<file path="src/rtl/alu_shift_pkg.sv">
// rtl/alu_shift_pkg.sv - shared types and helpers for the iterative left-shift block
package alu_shift_pkg;

  typedef enum logic [1:0] {
    SHL  = 2'b00,
    ROL  = 2'b01,
    RCL  = 2'b10,
    SHLD = 2'b11
  } shift_op_e;

  typedef enum logic [1:0] {
    IDLE  = 2'b00,
    SHIFT = 2'b01,
    DONE  = 2'b10
  } shift_state_e;

  function automatic int amt_width(input int word_width);
    return $clog2(word_width);
  endfunction

endpackage

</file>
<file path="src/rtl/left_shift_stage.sv">
// rtl/left_shift_stage.sv - applies up to STEP_BITS chained 1-bit left-shift steps
module left_shift_stage
  import alu_shift_pkg::*;
#(
  parameter int WORD_WIDTH = 16,
  parameter int STEP_BITS  = 1,
  parameter int CNT_WIDTH  = 5
) (
  input  logic                  carry,
  input  logic [WORD_WIDTH-1:0] word,
  input  logic [WORD_WIDTH-1:0] fill,
  input  shift_op_e             op,
  input  logic [CNT_WIDTH-1:0]  count,
  output logic                  next_carry,
  output logic [WORD_WIDTH-1:0] next_word,
  output logic [WORD_WIDTH-1:0] next_fill
);

  logic fill_bit;

  always_comb begin
    next_carry = carry;
    next_word  = word;
    next_fill  = fill;
    fill_bit   = 1'b0;
    for (int i = 0; i < STEP_BITS; i++) begin
      if (CNT_WIDTH'(i) < count) begin
        // fill bit must be chosen from the pre-step carry/word/fill
        unique case (op)
          SHL:     fill_bit = 1'b0;
          ROL:     fill_bit = next_word[WORD_WIDTH-1];
          RCL:     fill_bit = next_carry;
          default: fill_bit = next_fill[WORD_WIDTH-1];
        endcase
        next_carry = next_word[WORD_WIDTH-1];
        next_word  = {next_word[WORD_WIDTH-2:0], fill_bit};
        next_fill  = next_fill << 1;
      end
    end
  end

endmodule

</file>
<file path="src/rtl/iterative_shift_block.sv">
// rtl/iterative_shift_block.sv - multi-cycle left-shift ALU block with valid/ready handshake
module iterative_shift_block
  import alu_shift_pkg::*;
#(
  parameter int WORD_WIDTH = 16,
  parameter int STEP_BITS  = 1
) (
  input  logic                  clk_i,
  input  logic                  rst_ni,
  input  logic                  valid_i,
  output logic                  ready_o,
  input  logic [1:0]            op_i,
  input  logic [WORD_WIDTH-1:0] a_i,
  input  logic [WORD_WIDTH-1:0] b_i,
  input  logic [WORD_WIDTH-1:0] c_i,
  input  logic                  cf_i,
  output logic                  valid_o,
  input  logic                  ready_i,
  output logic [WORD_WIDTH-1:0] r_o,
  output logic                  cf_o,
  output logic                  zf_o,
  output logic                  of_o,
  output logic                  pf_o,
  output logic                  sf_o
);

  localparam int AW = amt_width(WORD_WIDTH);
  localparam int CW = AW + 1;
  localparam logic [CW-1:0] STEP = CW'(STEP_BITS);

  shift_state_e          state;
  shift_op_e             op;
  logic                  carry;
  logic                  a_msb;
  logic [WORD_WIDTH-1:0] word;
  logic [WORD_WIDTH-1:0] fill;
  logic [CW-1:0]         rem;
  logic [CW-1:0]         step_cnt;
  logic                  next_carry;
  logic [WORD_WIDTH-1:0] next_word;
  logic [WORD_WIDTH-1:0] next_fill;
  logic [AW-1:0]         amount;
  logic                  accept;
  logic                  unused_b;

  assign amount   = b_i[AW-1:0];
  assign unused_b = ^b_i[WORD_WIDTH-1:AW];
  assign ready_o  = (state == IDLE) | ((state == DONE) & ready_i);
  assign valid_o  = (state == DONE);
  assign accept   = valid_i & ready_o;
  assign step_cnt = (rem < STEP) ? rem : STEP;

  left_shift_stage #(
    .WORD_WIDTH(WORD_WIDTH),
    .STEP_BITS (STEP_BITS),
    .CNT_WIDTH (CW)
  ) u_stage (
    .carry     (carry),
    .word      (word),
    .fill      (fill),
    .op        (op),
    .count     (step_cnt),
    .next_carry(next_carry),
    .next_word (next_word),
    .next_fill (next_fill)
  );

  always_ff @(posedge clk_i or negedge rst_ni) begin
    if (!rst_ni) begin
      state <= IDLE;
      op    <= SHL;
      carry <= 1'b0;
      a_msb <= 1'b0;
      word  <= '0;
      fill  <= '0;
      rem   <= '0;
      r_o   <= '0;
      cf_o  <= 1'b0;
      zf_o  <= 1'b0;
      of_o  <= 1'b0;
      pf_o  <= 1'b0;
      sf_o  <= 1'b0;
    end else begin
      unique case (state)
        IDLE, DONE: begin
          if (accept) begin
            carry <= cf_i;
            word  <= a_i;
            fill  <= c_i;
            a_msb <= a_i[WORD_WIDTH-1];
            rem   <= {1'b0, amount};
            op    <= shift_op_e'(op_i);
            if (amount == '0) begin
              // zero-length shift: result is the operand, sign unchanged so no overflow
              state <= DONE;
              r_o   <= a_i;
              cf_o  <= cf_i;
              zf_o  <= ~|a_i;
              pf_o  <= a_i[0];
              sf_o  <= a_i[WORD_WIDTH-1];
              of_o  <= 1'b0;
            end else begin
              state <= SHIFT;
            end
          end else if (state == DONE && ready_i) begin
            state <= IDLE;
          end
        end
        SHIFT: begin
          carry <= next_carry;
          word  <= next_word;
          fill  <= next_fill;
          rem   <= rem - step_cnt;
          if (rem <= STEP) begin
            state <= DONE;
            r_o   <= next_word;
            cf_o  <= next_carry;
            zf_o  <= ~|next_word;
            pf_o  <= next_word[0];
            sf_o  <= next_word[WORD_WIDTH-1];
            of_o  <= next_word[WORD_WIDTH-1] ^ a_msb;
          end
        end
        default: state <= IDLE;
      endcase
    end
  end

endmodule
</file>
<file path="config.mk">
export PLATFORM = sky130hd
export DESIGN_NAME = iterative_shift_block
export DESIGN_NICKNAME = d
export VERILOG_FILES = /design/src/rtl/alu_shift_pkg.sv /design/src/rtl/left_shift_stage.sv /design/src/rtl/iterative_shift_block.sv
export SDC_FILE = /design/constraint.sdc
export NUM_CORES = 1
export LEC_CHECK = 0
export CORE_AREA = 2 2 97 99
export CTS_CLUSTER_SIZE = 10
export DETAILED_ROUTE_END_ITERATION = 12
export DIE_AREA = 0 0 99 101
export PLACE_DENSITY = 0.63
export SYNTH_ARGS = -nofsm -noshare
export SYNTH_HDL_FRONTEND = slang
export SYNTH_SLANG_ARGS = --single-unit
</file>
<file path="constraint.sdc">
create_clock -name clk_i -period 1.6 [get_ports clk_i]
set_input_delay 0.32 -clock clk_i [delete_from_list [all_inputs] [get_ports clk_i]]
set_output_delay 0.32 -clock clk_i [all_outputs]
set_load 0.005 [all_outputs]
</file>
==> summary.txt, run 1 <==
Run status
  • Outcome: finished, violations left
  • Failing checks: negative setup slack

Global route
  • Vias in the first global route: between 2000 and 3000
  • Total grt overflow: 0
  • Initial antenna violation count: 0
  • All-Layer GR Usage: 17.5%
  • Largest net degree at the start of global routing: 63
  • First-pass GRT wire length: 13800 µm

Drt
  • DRC: 0
  • Met2 wire length: 4770 µm
  • WL/cell: 17.5 µm
  • M1 WL: about 4300 µm
  • Vias: 2833
  • Metal3 WL: 394 µm
  • Initial DRC Count: between 100 and 150
  • DR vias/cell: 5.21
  • Final antenna-violating net count: 0
  • Drt pass-1 iters: 4
  • Top Layer Used: met4
  • Total Wirelength: between 9000 and 10000 µm

Setup path
  • R2R setup slack: -270 ps
  • Cell Chain, Critical Path: buf_6 > nor4_4 > buf_4 > a22o_4 > clkbuf_16 > mux2_2
  • FF-to-FF path depth: 6
  • Worst reg2reg endpoint: r_o[15]
  • Crit path arrival time: 2090 ps
  • R2r startpoint: rem[4]
  • Critical Path RT: 1820 ps
  • Max incr delay on CP: 400 ps
  • Crit start category: flop
  • Crit Path Max Fanout: 10
  • Crit path from: rem[4]
  • CP max stage cell: dfrtp_1
  • Crit Path Category: reg2reg
  • Critical Path End Type: flop

Synthesis
  • EDFF count, synth: 0
  • Ys async rst share: 100%
  • Synth Warn #: 0
  • Post-Syn Area per Cell: between 9 and 10 µm²
  • Most used DFF post-synth: dfrtp_1
  • Sequential-to-total area share from yosys stat: 50.6%
  • Post-synthesis cell type count: 37
  • Mapped Area: 0.00306 mm²
  • Yosys reg bits: 62
  • Post-Syn Instances: 321
  • Syn_nets: 377

STA
  • RSZ-0062 raised after global routing: yes
  • F_max: 534 MHz
  • Max Slew Vio Count: 0
  • Final hold violations: 0
  • Fin crit share: 117%
  • Fin crit period: 1870 ps
  • Final setup margin: -272 ps
  • Clock skew: 10.7 ps
  • Worst Tran Pin Value: 533 ps
  • Setup violators final: 56
  • Max transition margin: 64.1%

Clock network
  • Clock sinks: 62
  • Number of H-tree levels: 3
  • CTS tree: built
  • Root Driver: clkbuf_8
  • CTS clock-pin slew for the worst setup and hold paths: roughly 70 ps
  • Num CTS Buffers: 9
  • Worst-Skew Late Latency: 340 ps
  • CTS Buffer Depth: 2

Cells and area
  • Share of layout cells above drive strength 1: approximately two fifths
  • Post-route core utilization: 56.9%
  • Area of the multi-input gates: just under 0.002 mm²
  • Fill cells: 759
  • # diodes: 0
  • Nets: 485
  • Synth-to-layout area growth: 66.7%
  • Most frequent cells in the layout: 61 x dfrtp_1, 59 x clkdlybuf4s50_1, 54 x nand2_1
  • Most common cell after layout, fill and taps aside: dfrtp_1
  • Reg area: 0.00155 mm²

Pwr
  • Leak: roughly 2.2 nW
  • Maximum vdd drop: 0.00103 V
  • Pwr/cell area: 2340 mW/mm²
  • Overall Power: 11.9 mW

Floorplan
  • Boundary Pins: between 70 and 80
  • Die width: a little under 100 µm
  • Row count: 35
  • Starting Density: about a third
  • Die span in y: 101 µm
  • Die area: between 0.009 and 0.01 mm²
  • Core area: 0.00898 mm²

Worst hold path
  • HP Start: r_o[8]
  • Hold Crit Depth: 1
  • Hold EP: r_o[8]
  • Hold crit path type: reg2reg

Flow run
  • MaxCap Viol Count: 0

Place
  • Port buffer count: 65
  • Placer congestion estimate: about 0.74
  • DP HPWL: 5310 µm
-- layout make-up --
class	instances	share of cell area [%]
clock buffer	11	2.77
timing repair buffer	119	25.1
tap	111	2.72
inverter	4	0.294
sequential	62	30.4
clock inverter	4	0.931
multi-input combinational	233	37.8
-- worst max-delay path: cells and delay by family, from the launching register on --
| family | cells | cell delay, ps |
|---|---|---|
| DFF | 1 | 400 |
| and+or+nand+nor | 1 | 370 |
| muxes | 1 | 330 |
| AOI/OAI and AO/OA | 1 | 160 |
| buffers and inverters | 3 | 490 |
-- routing by layer --
layer  global-route usage [%]  vias to the layer above
met5                        0                        -
met4                     3.16                        0
met3                     4.99                        8
met2                     29.6                       83
met1                     22.6                     1396
li1                         -                     1346
-- sequential cells by signal (all words and copies together), names as in the netlist --
name   flops
word      16
carry      1
a_msb      1
state      2
r_o       16
zf_o       1
rem        5
fill      16
op         2
of_o       1
cf_o       1
-- through the flow --
step	hold WS [ps]	TNS, ps	std cells	setup WS [ps]	instance area, µm²
2_1_floorplan	24.4	-3440	321	-104	3100
3_3_place_gp	363	-17800	512	-487	4140
3_5_place_dp	361	-18810	512	-509	4140
4_1_cts	493	-8740	531	-191	4430
5_1_grt	513	-14880	544	-326	5110
6_report	485	-11910	544	-272	5110
-- report_power, final --
group | switching (mW) | internal [mW] | total, mW
clock | 0.608 | 0.749 | 1.36
combinational | 3.44 | 3.93 | 7.36
sequential | 0.812 | 2.41 | 3.22
total | 4.86 | 7.08 | 11.9
-- synthesized netlist by cell type, types with 5 or more instances --
| master | number | area (µm²) |
|---|---|---|
| clkbuf_1 | 10 | 37.5 |
| a31oi_1 | 31 | 194 |
| mux2_2 | 30 | 338 |
| nor4_1 | 9 | 56.3 |
| o21ai_1 | 5 | 25.0 |
| nor2_1 | 36 | 135 |
| nand2_1 | 78 | 293 |
| buf_2 | 9 | 45.0 |
| dfrtp_1 | 62 | 1550 |
-- worst max-delay path by stage --
| stage | slack (ps) | cells after the start | endpoint |
|---|---|---|---|
| final | -270 | 6 | r_o[15] |
| after global routing | -330 | 7 | r_o[7] |
| after CTS | -190 | 6 | r_o[11] |
| after detailed placement | -510 | 5 | r_o[11] |
| after global placement | -490 | 5 | r_o[9] |
| after floorplan | -100 | 6 | r_o[11] |
-- kinds of logic (layout without fill, tap and decap cells) --
kind of cell             Yosys count  after routing  synth area share, %
AO/OA/AOI/OAI                     52             52                 10.8
flip-flops                        62             62                 50.6
buffers and inverters             26            138                 4.04
XOR/XNOR                           1              1                0.286
AND/OR/NAND/NOR                  142            142                 20.3
adder cells (fa/ha/maj)            1              1                0.408
multiplexers                      37             37                 13.5
-- timing repair --
action                                  in CTS  in global routing
setup buffers                                3                  5
endpoints found under the setup margin      56                 59
cloned                                       0                  8
resized for setup                           20                101
hold endpoints to repair                    11                  0
hold buffers                                 1                  0
pin swaps                                    6                 10
Power figures use the tool's default switching activity.
==> run 2, diff against run 1 <==
- PLACE_DENSITY: 0.63 -> default
- PLACE_DENSITY_LB_ADDON: default -> 0.15
- clock period: 1.6 -> 1.7 ns (I/O delays scaled with it)
==> run 2 against run 1 <==
Net effect: the run still ends with negative setup slack left; sequential share of layout area up 1.4 points; register-to-register slack better by 120 ps; first-iteration DRC count up 14%; critical endpoint is now r_o[2]; clock power down 15%; via count down 2.8%.
==> summary.txt, run 2 (synthesized netlist as in run 1, its figures left out) <==
Setup path
  • R2r startpoint: rem[3]
  • FF-to-FF path depth: 9
  • Crit Path Category: reg2reg
  • Critical path buffers and inverters: 4
  • Cell Chain, Critical Path: buf_4 > buf_4 > nor4_4 > buf_4 > nand2b_4 > clkbuf_16 > nand2_1 > a31oi_4 > mux2_4
  • Worst reg2reg endpoint: r_o[2]
  • CP delay by family, top: buffers and inverters
  • R2R setup slack: -150 ps
  • Crit start category: flop
  • Crit Path Max Fanout: 4
  • Critical Path RT: 1920 ps
  • Max incr delay on CP: 390 ps
  • Crit path arrival time: between 2000 and 2500 ps
  • Cell repeated most along the worst path: buf_4
  • Critical Path End Type: flop
  • CP max stage cell: dfrtp_1

Cells and area
  • Post-route core utilization: approximately 54%
  • Top flop regs: fill x16, r_o x16, word x16
  • Share of layout cells above drive strength 1: ~33%
  • Post-route cell area: between 0.004 and 0.005 mm²
  • Most frequent cells in the layout: 77 x nand2_1, 62 x dfrtp_1, 62 x clkdlybuf4s50_1
  • Layout Cells excl Fill: 540
  • Most common cell after layout, fill and taps aside: nand2_1
  • # diodes: 0
  • Nets: 480
  • Synth-to-layout area growth: 59.0%

Global route
  • First-pass GRT wire length: between 10000 and 15000 µm
  • Total grt overflow: 0
  • Largest net degree at the start of global routing: 53
  • All-Layer GR Usage: 17.3%
  • Vias in the first global route: 2823
  • Initial antenna violation count: 0

Floorplan
  • Row count: 35
  • Die area: ~0.010 mm²
  • Starting Density: 34.1%
  • Die width: 99 µm
  • Boundary Pins: 78
  • Core area: 0.00898 mm²
  • Die span in y: 101 µm

STA
  • Setup tns final: -5510 ps
  • Max Slew Vio Count: 0
  • Min Hold Slack: roughly 390 ps
  • Clock skew: 10.3 ps
  • Fin crit period: 1850 ps
  • Setup violators final: 51
  • Max transition margin: roughly 73%
  • Final hold violations: 0
  • Fin crit share: 109%
  • Worst Tran Pin Value: 404 ps
  • Final setup margin: -148 ps
  • RSZ-0062 raised after global routing: yes
  • F_max: 541 MHz

Clock network
  • Worst-Skew Late Latency: 340 ps
  • Num CTS Buffers: 9
  • Root Driver: clkbuf_8
  • CTS Buffer Depth: 2
  • Number of H-tree levels: 3
  • CTS tree: built
  • Clock sinks: 62
  • CTS clock-pin slew for the worst setup and hold paths: 80 ps

Pwr
  • Overall Power: 10.6 mW
  • Pwr/cell area: about 2200 mW/mm²
  • Maximum vdd drop: 0.000940 V
  • Leak: 2.04 nW

Drt
  • DRC: 0
  • Final antenna-violating net count: 0
  • DR vias/cell: 5.10
  • Vias: 2755
  • Drt pass-1 iters: 4
  • Total Wirelength: 8810 µm
  • Initial DRC Count: 115
  • WL/cell: 16.3 µm

Place
  • Placed cell count: 503
  • Placed cell area: just over 0.004 mm²
  • DP Worst Slack: -422 ps
  • DP HPWL: 5300 µm
  • Port buffer count: 65
  • Placer congestion estimate: 0.806

Worst hold path
  • Hold crit path type: in2async

Flow run
  • MaxCap Viol Count: 0

Run status
  • Failing checks: negative setup slack
  • Outcome: finished, violations left
run 2: cell types whose count changed in the layout (fill, tap and decap cells not counted), sizes merged:
cell           change
clkbuf             -2
clkinvlp           +3
dlymetal6s2s       -3
inv                +1
clkdlybuf4s50      +3
buf                -5
bufinv             -1
run 2: worst max path at each step:
stage | slack (ps) | depth (start not counted) | from | endpoint
2_1_floorplan | -4 | 6 | rem[3] | r_o[11]
3_3_place_gp | -440 | 6 | b_i[0] | r_o[9]
3_5_place_dp | -420 | 6 | b_i[0] | r_o[2]
4_1_cts | -120 | 6 | rem[3] | word[10]
5_1_grt | -200 | 8 | rem[2] | r_o[6]
6_report | -150 | 9 | rem[3] | r_o[2]
run 2: area by class of cell:
type                       count  area (µm²)
fill                         785        4110
multi-input combinational    233        1760
sequential                    62        1550
timing repair buffer         114        1230
tap                          111         139
clock buffer                   9         124
clock inverter                 7        48.8
inverter                       4        15.0
run 2: layer usage:
| metal | wire length [µm] | track usage (%) | part of all wire (%) | up-vias |
|---|---|---|---|---|
| met5 | 0 | 0 | 0 | - |
| met4 | 117 | 5.06 | 1.3 | 0 |
| met3 | 375 | 4.09 | 4.3 | 10 |
| met2 | 4270 | 27.5 | 48 | 60 |
| met1 | 4050 | 23.6 | 46 | 1359 |
| li1 | - | - | - | 1326 |
run 2: power by group:
part	switching [mW]	total (mW)	internal [mW]
clock network	0.626	1.15	0.527
logic	2.94	6.48	3.54
registers	0.671	2.94	2.26
run 2: repair_timing:
item / CTS / global route
endpoints found under the hold margin: 6 / 0
gates resized for setup: 36 / 53
setup buffers: 10 / 3
hold buffers: 1 / 0
gates cloned: 1 / 6
endpoints found under the setup margin: 55 / 55
pin swaps: 18 / 10
